File: config.mk
export PLATFORM = sky130hd
export DESIGN_NAME = uart_byte_tx
export DESIGN_NICKNAME = d
export VERILOG_FILES = /design/src/rtl/uart_byte_tx.sv
export SDC_FILE = /design/constraint.sdc
export NUM_CORES = 1
export LEC_CHECK = 0
export CELL_PAD_IN_SITES_DETAIL_PLACEMENT = 2
export CELL_PAD_IN_SITES_GLOBAL_PLACEMENT = 2
export CORE_MARGIN = 3
export CORE_UTILIZATION = 43
export DETAILED_ROUTE_END_ITERATION = 6
export PLACE_DENSITY_LB_ADDON = 0.1
export SLEW_MARGIN = 20
export SYNTH_ARGS = -nofsm -noshare
export SYNTH_HDL_FRONTEND = slang
export SYNTH_SLANG_ARGS = --single-unit
File: constraint.sdc
create_clock -name clk -period 3.1 [get_ports clk]
set_input_delay 0.775 -clock clk [delete_from_list [all_inputs] [get_ports clk]]
set_output_delay 0.775 -clock clk [all_outputs]
set_load 0.05 [all_outputs]
File: src/rtl/uart_byte_tx.sv
// -----------------------------------------------------------------------------
// uart_byte_tx
//
// Byte-oriented UART transmitter. Bytes arrive over a valid/ready handshake,
// are queued in a small FIFO and are sent as 8N1 frames: one start bit (low),
// eight data bits, one stop bit (high). Frames queued behind each other are
// sent back-to-back with no idle time between the stop bit and the next start
// bit. The frame format matches the receive path that sits beside this block.
//
// Parameters
//   CLKS_PER_BIT  clock cycles per serial bit (>= 1)
//   MSB_FIRST     1: data bit 7 goes first on the line, 0: data bit 0 first
//   FIFO_DEPTH    byte FIFO entries (power of 2, >= 2)
//
// Ports
//   clk         system clock, rising edge
//   reset       asynchronous, active-high; aborts any frame, empties the FIFO
//   in_data     byte to transmit
//   in_valid    in_data is valid; a byte is taken when in_valid && in_ready
//   in_ready    FIFO not full
//   uart_tx     serial line, idles high, registered
//   busy        registered; high from the pop that starts a frame until the
//               last stop bit ends with nothing left to send
//   fifo_count  bytes currently waiting in the FIFO (0..FIFO_DEPTH)
// -----------------------------------------------------------------------------
module uart_byte_tx #(
    parameter int CLKS_PER_BIT = 234,
    parameter int MSB_FIRST    = 1,
    parameter int FIFO_DEPTH   = 4
) (
    input  logic                          clk,
    input  logic                          reset,
    input  logic [7:0]                    in_data,
    input  logic                          in_valid,
    output logic                          in_ready,
    output logic                          uart_tx,
    output logic                          busy,
    output logic [$clog2(FIFO_DEPTH):0]   fifo_count
);

    localparam int PTR_W = $clog2(FIFO_DEPTH);
    // A one-cycle bit still needs a (degenerate) counter of at least one bit.
    localparam int CNT_W = (CLKS_PER_BIT > 1) ? $clog2(CLKS_PER_BIT) : 1;

    localparam logic [CNT_W-1:0] CNT_LAST  = CNT_W'(CLKS_PER_BIT - 1);
    localparam logic [PTR_W:0]   DEPTH_CNT = (PTR_W + 1)'(FIFO_DEPTH);
    localparam logic [PTR_W:0]   COUNT_ONE = (PTR_W + 1)'(1);
    localparam logic [PTR_W-1:0] PTR_ONE   = PTR_W'(1);
    localparam logic [CNT_W-1:0] CNT_ONE   = CNT_W'(1);

    if (CLKS_PER_BIT < 1) begin : g_bad_cpb
        $error("uart_byte_tx: CLKS_PER_BIT must be at least 1");
    end
    if ((FIFO_DEPTH < 2) || ((FIFO_DEPTH & (FIFO_DEPTH - 1)) != 0)) begin : g_bad_depth
        $error("uart_byte_tx: FIFO_DEPTH must be a power of 2 and at least 2");
    end

    typedef enum logic [1:0] {
        IDLE  = 2'd0,
        START = 2'd1,
        DATA  = 2'd2,
        STOP  = 2'd3
    } state_t;

    // -------------------------------------------------------------------------
    // Bit-order helpers: which bit of the shift register is on the line next,
    // and how the register moves so the following bit takes its place.
    // -------------------------------------------------------------------------
    function automatic logic out_bit(input logic [7:0] v);
        return (MSB_FIRST != 0) ? v[7] : v[0];
    endfunction

    function automatic logic [7:0] shift_next(input logic [7:0] v);
        return (MSB_FIRST != 0) ? {v[6:0], 1'b0} : {1'b0, v[7:1]};
    endfunction

    state_t           state;
    logic [CNT_W-1:0] bit_cnt;
    logic [2:0]       bit_idx;
    logic [7:0]       shift_reg;

    logic [7:0]       fifo_mem [FIFO_DEPTH];
    logic [PTR_W-1:0] wr_ptr;
    logic [PTR_W-1:0] rd_ptr;

    logic             fifo_empty;
    logic             push;
    logic             pop;
    logic             bit_last;
    logic             shift_now;

    assign fifo_empty = (fifo_count == '0);
    assign in_ready   = (fifo_count != DEPTH_CNT);
    assign push       = in_valid && in_ready;
    assign bit_last   = (bit_cnt == CNT_LAST);

    // A byte leaves the FIFO either when the line is idle or at the very end
    // of a stop bit; the latter is what makes consecutive frames seamless.
    assign pop = !fifo_empty && ((state == IDLE) || ((state == STOP) && bit_last));

    // The register advances at the end of the start bit (exposing the first
    // data bit) and at the end of every data bit.
    assign shift_now = ((state == START) || (state == DATA)) && bit_last;

    // -------------------------------------------------------------------------
    // FIFO storage and shift register: data only, never reset. Their contents
    // are only consumed after the control logic has loaded them.
    // -------------------------------------------------------------------------
    always_ff @(posedge clk) begin
        if (push) begin
            fifo_mem[wr_ptr] <= in_data;
        end
    end

    always_ff @(posedge clk) begin
        if (pop) begin
            shift_reg <= fifo_mem[rd_ptr];
        end else if (shift_now) begin
            shift_reg <= shift_next(shift_reg);
        end
    end

    // -------------------------------------------------------------------------
    // FIFO pointers and occupancy. Pointers wrap naturally because the depth
    // is a power of two; a simultaneous push and pop leaves the count alone.
    // -------------------------------------------------------------------------
    always_ff @(posedge clk or posedge reset) begin
        if (reset) begin
            wr_ptr     <= '0;
            rd_ptr     <= '0;
            fifo_count <= '0;
        end else begin
            if (push) begin
                wr_ptr <= wr_ptr + PTR_ONE;
            end
            if (pop) begin
                rd_ptr <= rd_ptr + PTR_ONE;
            end
            case ({push, pop})
                2'b10:   fifo_count <= fifo_count + COUNT_ONE;
                2'b01:   fifo_count <= fifo_count - COUNT_ONE;
                default: fifo_count <= fifo_count;
            endcase
        end
    end

    // -------------------------------------------------------------------------
    // Frame sequencer. uart_tx is registered and always set one edge ahead:
    // the value written on the edge that enters a state is the value that
    // state shows on the line for its CLKS_PER_BIT cycles.
    // -------------------------------------------------------------------------
    always_ff @(posedge clk or posedge reset) begin
        if (reset) begin
            state   <= IDLE;
            bit_cnt <= '0;
            bit_idx <= '0;
            uart_tx <= 1'b1;
            busy    <= 1'b0;
        end else begin
            case (state)
                IDLE: begin
                    uart_tx <= 1'b1;
                    busy    <= 1'b0;
                    bit_cnt <= '0;
                    if (pop) begin
                        state   <= START;
                        uart_tx <= 1'b0;
                        busy    <= 1'b1;
                    end
                end

                START: begin
                    if (bit_last) begin
                        bit_cnt <= '0;
                        bit_idx <= '0;
                        state   <= DATA;
                        uart_tx <= out_bit(shift_reg);
                    end else begin
                        bit_cnt <= bit_cnt + CNT_ONE;
                    end
                end

                DATA: begin
                    if (bit_last) begin
                        bit_cnt <= '0;
                        if (bit_idx == 3'd7) begin
                            state   <= STOP;
                            uart_tx <= 1'b1;
                        end else begin
                            bit_idx <= bit_idx + 3'd1;
                            // shift_reg has already moved past the bit that
                            // just ended, so its output bit is the next one.
                            uart_tx <= out_bit(shift_reg);
                        end
                    end else begin
                        bit_cnt <= bit_cnt + CNT_ONE;
                    end
                end

                STOP: begin
                    if (bit_last) begin
                        bit_cnt <= '0;
                        if (pop) begin
                            state   <= START;
                            uart_tx <= 1'b0;
                        end else begin
                            state   <= IDLE;
                            uart_tx <= 1'b1;
                            busy    <= 1'b0;
                        end
                    end else begin
                        bit_cnt <= bit_cnt + CNT_ONE;
                    end
                end

                default: begin
                    state   <= IDLE;
                    bit_cnt <= '0;
                    uart_tx <= 1'b1;
                    busy    <= 1'b0;
                end
            endcase
        end
    end

endmodule

==> qor.csv, run 1 <==
metric;value;unit
Avg Cell Area, Syn;15.3;µm²
Starting Density;45.8;%
routed vias;1623;
RSZ-0062 raised after global routing;false;
Post-synth EDFFs;40;
clock root buffer master;clkbuf_8;
FF-to-FF path depth;10;
post-synthesis register bit count;62;
die boundary height;86.8;µm
number of buffers inserted by port buffering;16;
Bufs and invs on worst path;2;
DRC Markers;0;
power density over the cells;696;mW/mm²
Antenna diodes;0;
startpoint class of the critical path;flip-flop;
worst-margin pin slew;925;ps
number of synthesis warnings;0;
CTS max path bufs;2;
Synth async-reset ratio;35.5;%
total core area;0.00613;mm²
Synth cell types;40;
GRT Residual Overflow;0;
most numerous cell in the Yosys netlist;edfxtp_1;
area grow syn2layout;16.4;%
first-pass GRT wire length;10200;µm
per-cell routed wire length;21.9;µm
worst path cell trace;inv_1 > nand3_1 > clkdlybuf4s50_1;
Post-DRT Antenna Nets;0;
Detail Placement HPWL;4530;µm
share of layout cells above drive strength 1;16.5;%
setup bufs post-CTS;0;
synth top area cells;edfxtp_1 (43%), dfrtp_1 (19%), mux4_2 (6.4%);
post-synthesis cell count;183;
crit path kind;reg -> out;
sequential-to-total area share from yosys stat;62.5;%
Final Wtd Congestion;0.834;
Max Clock Skew;7.55;ps
Synth Flop Type;edfxtp_1;
Final Hold Viols;0;
crit path capture type;output port;
total CTS buffers;9;
GRT Overall Usage;18.8;%
crit-path max FO;7;
Hold Crit Endpoint;busy;
vias per std cell;5.66;
number of global-route vias before repair;1908;
FF-to-FF setup slack;680;ps
Critical-path top delay cell;clkdlybuf4s50_1;
Worst VDD drop;0.436;mV
Worst-path clk slew;80;ps
final net count;233;
Final period util;89.0;%
cell accounting for the most synthesized area;edfxtp_1;
max cap viols;0;
WP data required;2320;ps
synthesized cell area;0.00281;mm²
top cell type's share of synthesized area;42.8;%
DIE AREA;0.00753;mm²
CTS Hold Bufs;0;
first-pass detailed-route iteration total;4;
RR Endpoint;fifo_count[2];
total negative slack;0;ps
antenna violations before repair;0;
reg-to-reg startpoint;state[0];
worst endpoint data arrival time;1990;ps
clk sink count;62;
Hold Startpoint;busy;
Hold Crit Class;reg -> reg;
max_slew headroom;38.3;%
Die Wd;86.8;µm
Routed WL;6300;µm
Final Max Slew Viols;0;
Final min period;2760;ps
setup violators final;0;
worst hold path depth;1;
largest net degree at the start of global routing;23;
CP peak stage delay;850;ps
CTS tree;done;
Fmax;362;MHz
Leak;1.26;nW
FILL cells;550;
CP top delay family;buffers and inverters;
H-tree levels;3;
Total Power;2.27;mW
Worst-Skew Late Latency;330;ps
Rows;28;
most frequent cells after synthesis;edfxtp_1 (40), dfrtp_1 (21), ha_1 (14), inv_1 (9);
status;complete, no violations;
I/O pin total;17;
Largest register FFs;32;
number of DRC markers in iteration 0;57;
post-CTS sizing;0;
Mapped Nets;209;
==> layer usage <==
layer | global-route usage, % | part of all wire, % | routed length (µm)
met1 | 20.9 | 41 | 2570
met2 | 34.4 | 56 | 3540
met3 | 3.42 | 1.6 | 102
met4 | 8.36 | 1.4 | 90
met5 | 0 | 0 | 0
==> final cells by class <==
| type | instances | area [µm²] | share of cell area (%) |
|---|---|---|---|
| Clock inverter | 7 | 98.8 | 3.03 |
| Inverter | 9 | 33.8 | 1.03 |
| Tap cell | 75 | 93.8 | 2.87 |
| Clock buffer | 9 | 124 | 3.79 |
| Timing Repair Buffer | 17 | 168 | 5.13 |
| Multi-Input combinational cell | 108 | 995 | 30.5 |
| Sequential cell | 62 | 1750 | 53.7 |
==> how the worst max path moves through the flow <==
stage / start / to / depth (start not counted)
finish: fifo_count[0] / in_ready / 3
global route: fifo_count[0] / in_ready / 3
CTS: fifo_count[0] / in_ready / 3
detailed placement: in_valid / fifo_count[2] / 8
global placement: in_valid / fifo_count[2] / 8
floorplan: fifo_count[2] / fifo_count[2] / 8
==> metrics by stage <==
step / hold WS, ps / cell area, µm² / setup slack [ps] / utilization (%) / instances
6_report: 510 / 3270 / 340 / 53.3 / 287
4_1_cts: 513 / 3270 / 319 / 53.3 / 287
5_1_grt: 530 / 3270 / 208 / 53.3 / 287
3_5_place_dp: 496 / 3040 / 447 / 49.6 / 271
2_1_floorplan: 478 / 2810 / 389 / - / 183
3_3_place_gp: 480 / 3040 / 648 / 49.6 / 271
==> power by group <==
group	internal, mW	leakage, nW	switching (mW)
Sequential	1.01	0.632	0.0721
Combinational	0.148	0.522	0.256
Clock	0.455	0.109	0.334
Total	1.61	1.26	0.662
==> placed cells by master (no fill, tap or decap), types with 3 or more instances in the layout <==
master	synthesis	final
clkdlybuf4s50_1	0	16
mux2_2	3	3
clkinv_4	0	3
o21ai_0	6	6
mux4_2	8	8
xnor2_1	5	5
clkbuf_8	0	9
or3_1	3	3
nor3_1	3	3
and3_1	5	5
inv_1	9	9
a21o_1	3	3
edfxtp_1	40	40
nand2_1	4	4
a21oi_1	4	4
ha_1	14	14
nand3_1	5	5
mux2_4	5	5
dfrtp_1	21	21
a22o_1	5	5
xor2_1	5	5
nor2_1	8	8
==> kinds of logic after synthesis <==
| kind of cell | Yosys count | synth area share, % |
|---|---|---|
| flops | 62 | 62.5 |
| simple gates | 37 | 7.18 |
| buf+inv | 13 | 2.10 |
| mux | 17 | 10.7 |
| compound gates | 29 | 7.53 |
| xor+xnor | 10 | 3.12 |
| fa+ha+maj | 15 | 6.96 |
No activity file was read; power rests on OpenSTA's default activity.
==> inputs of run 2 (changes only) <==
- SETUP_SLACK_MARGIN: not set -> 0.05
==> results of run 2 <==
Same layout as run 1: the final DEF is identical, and so are final timing and power.
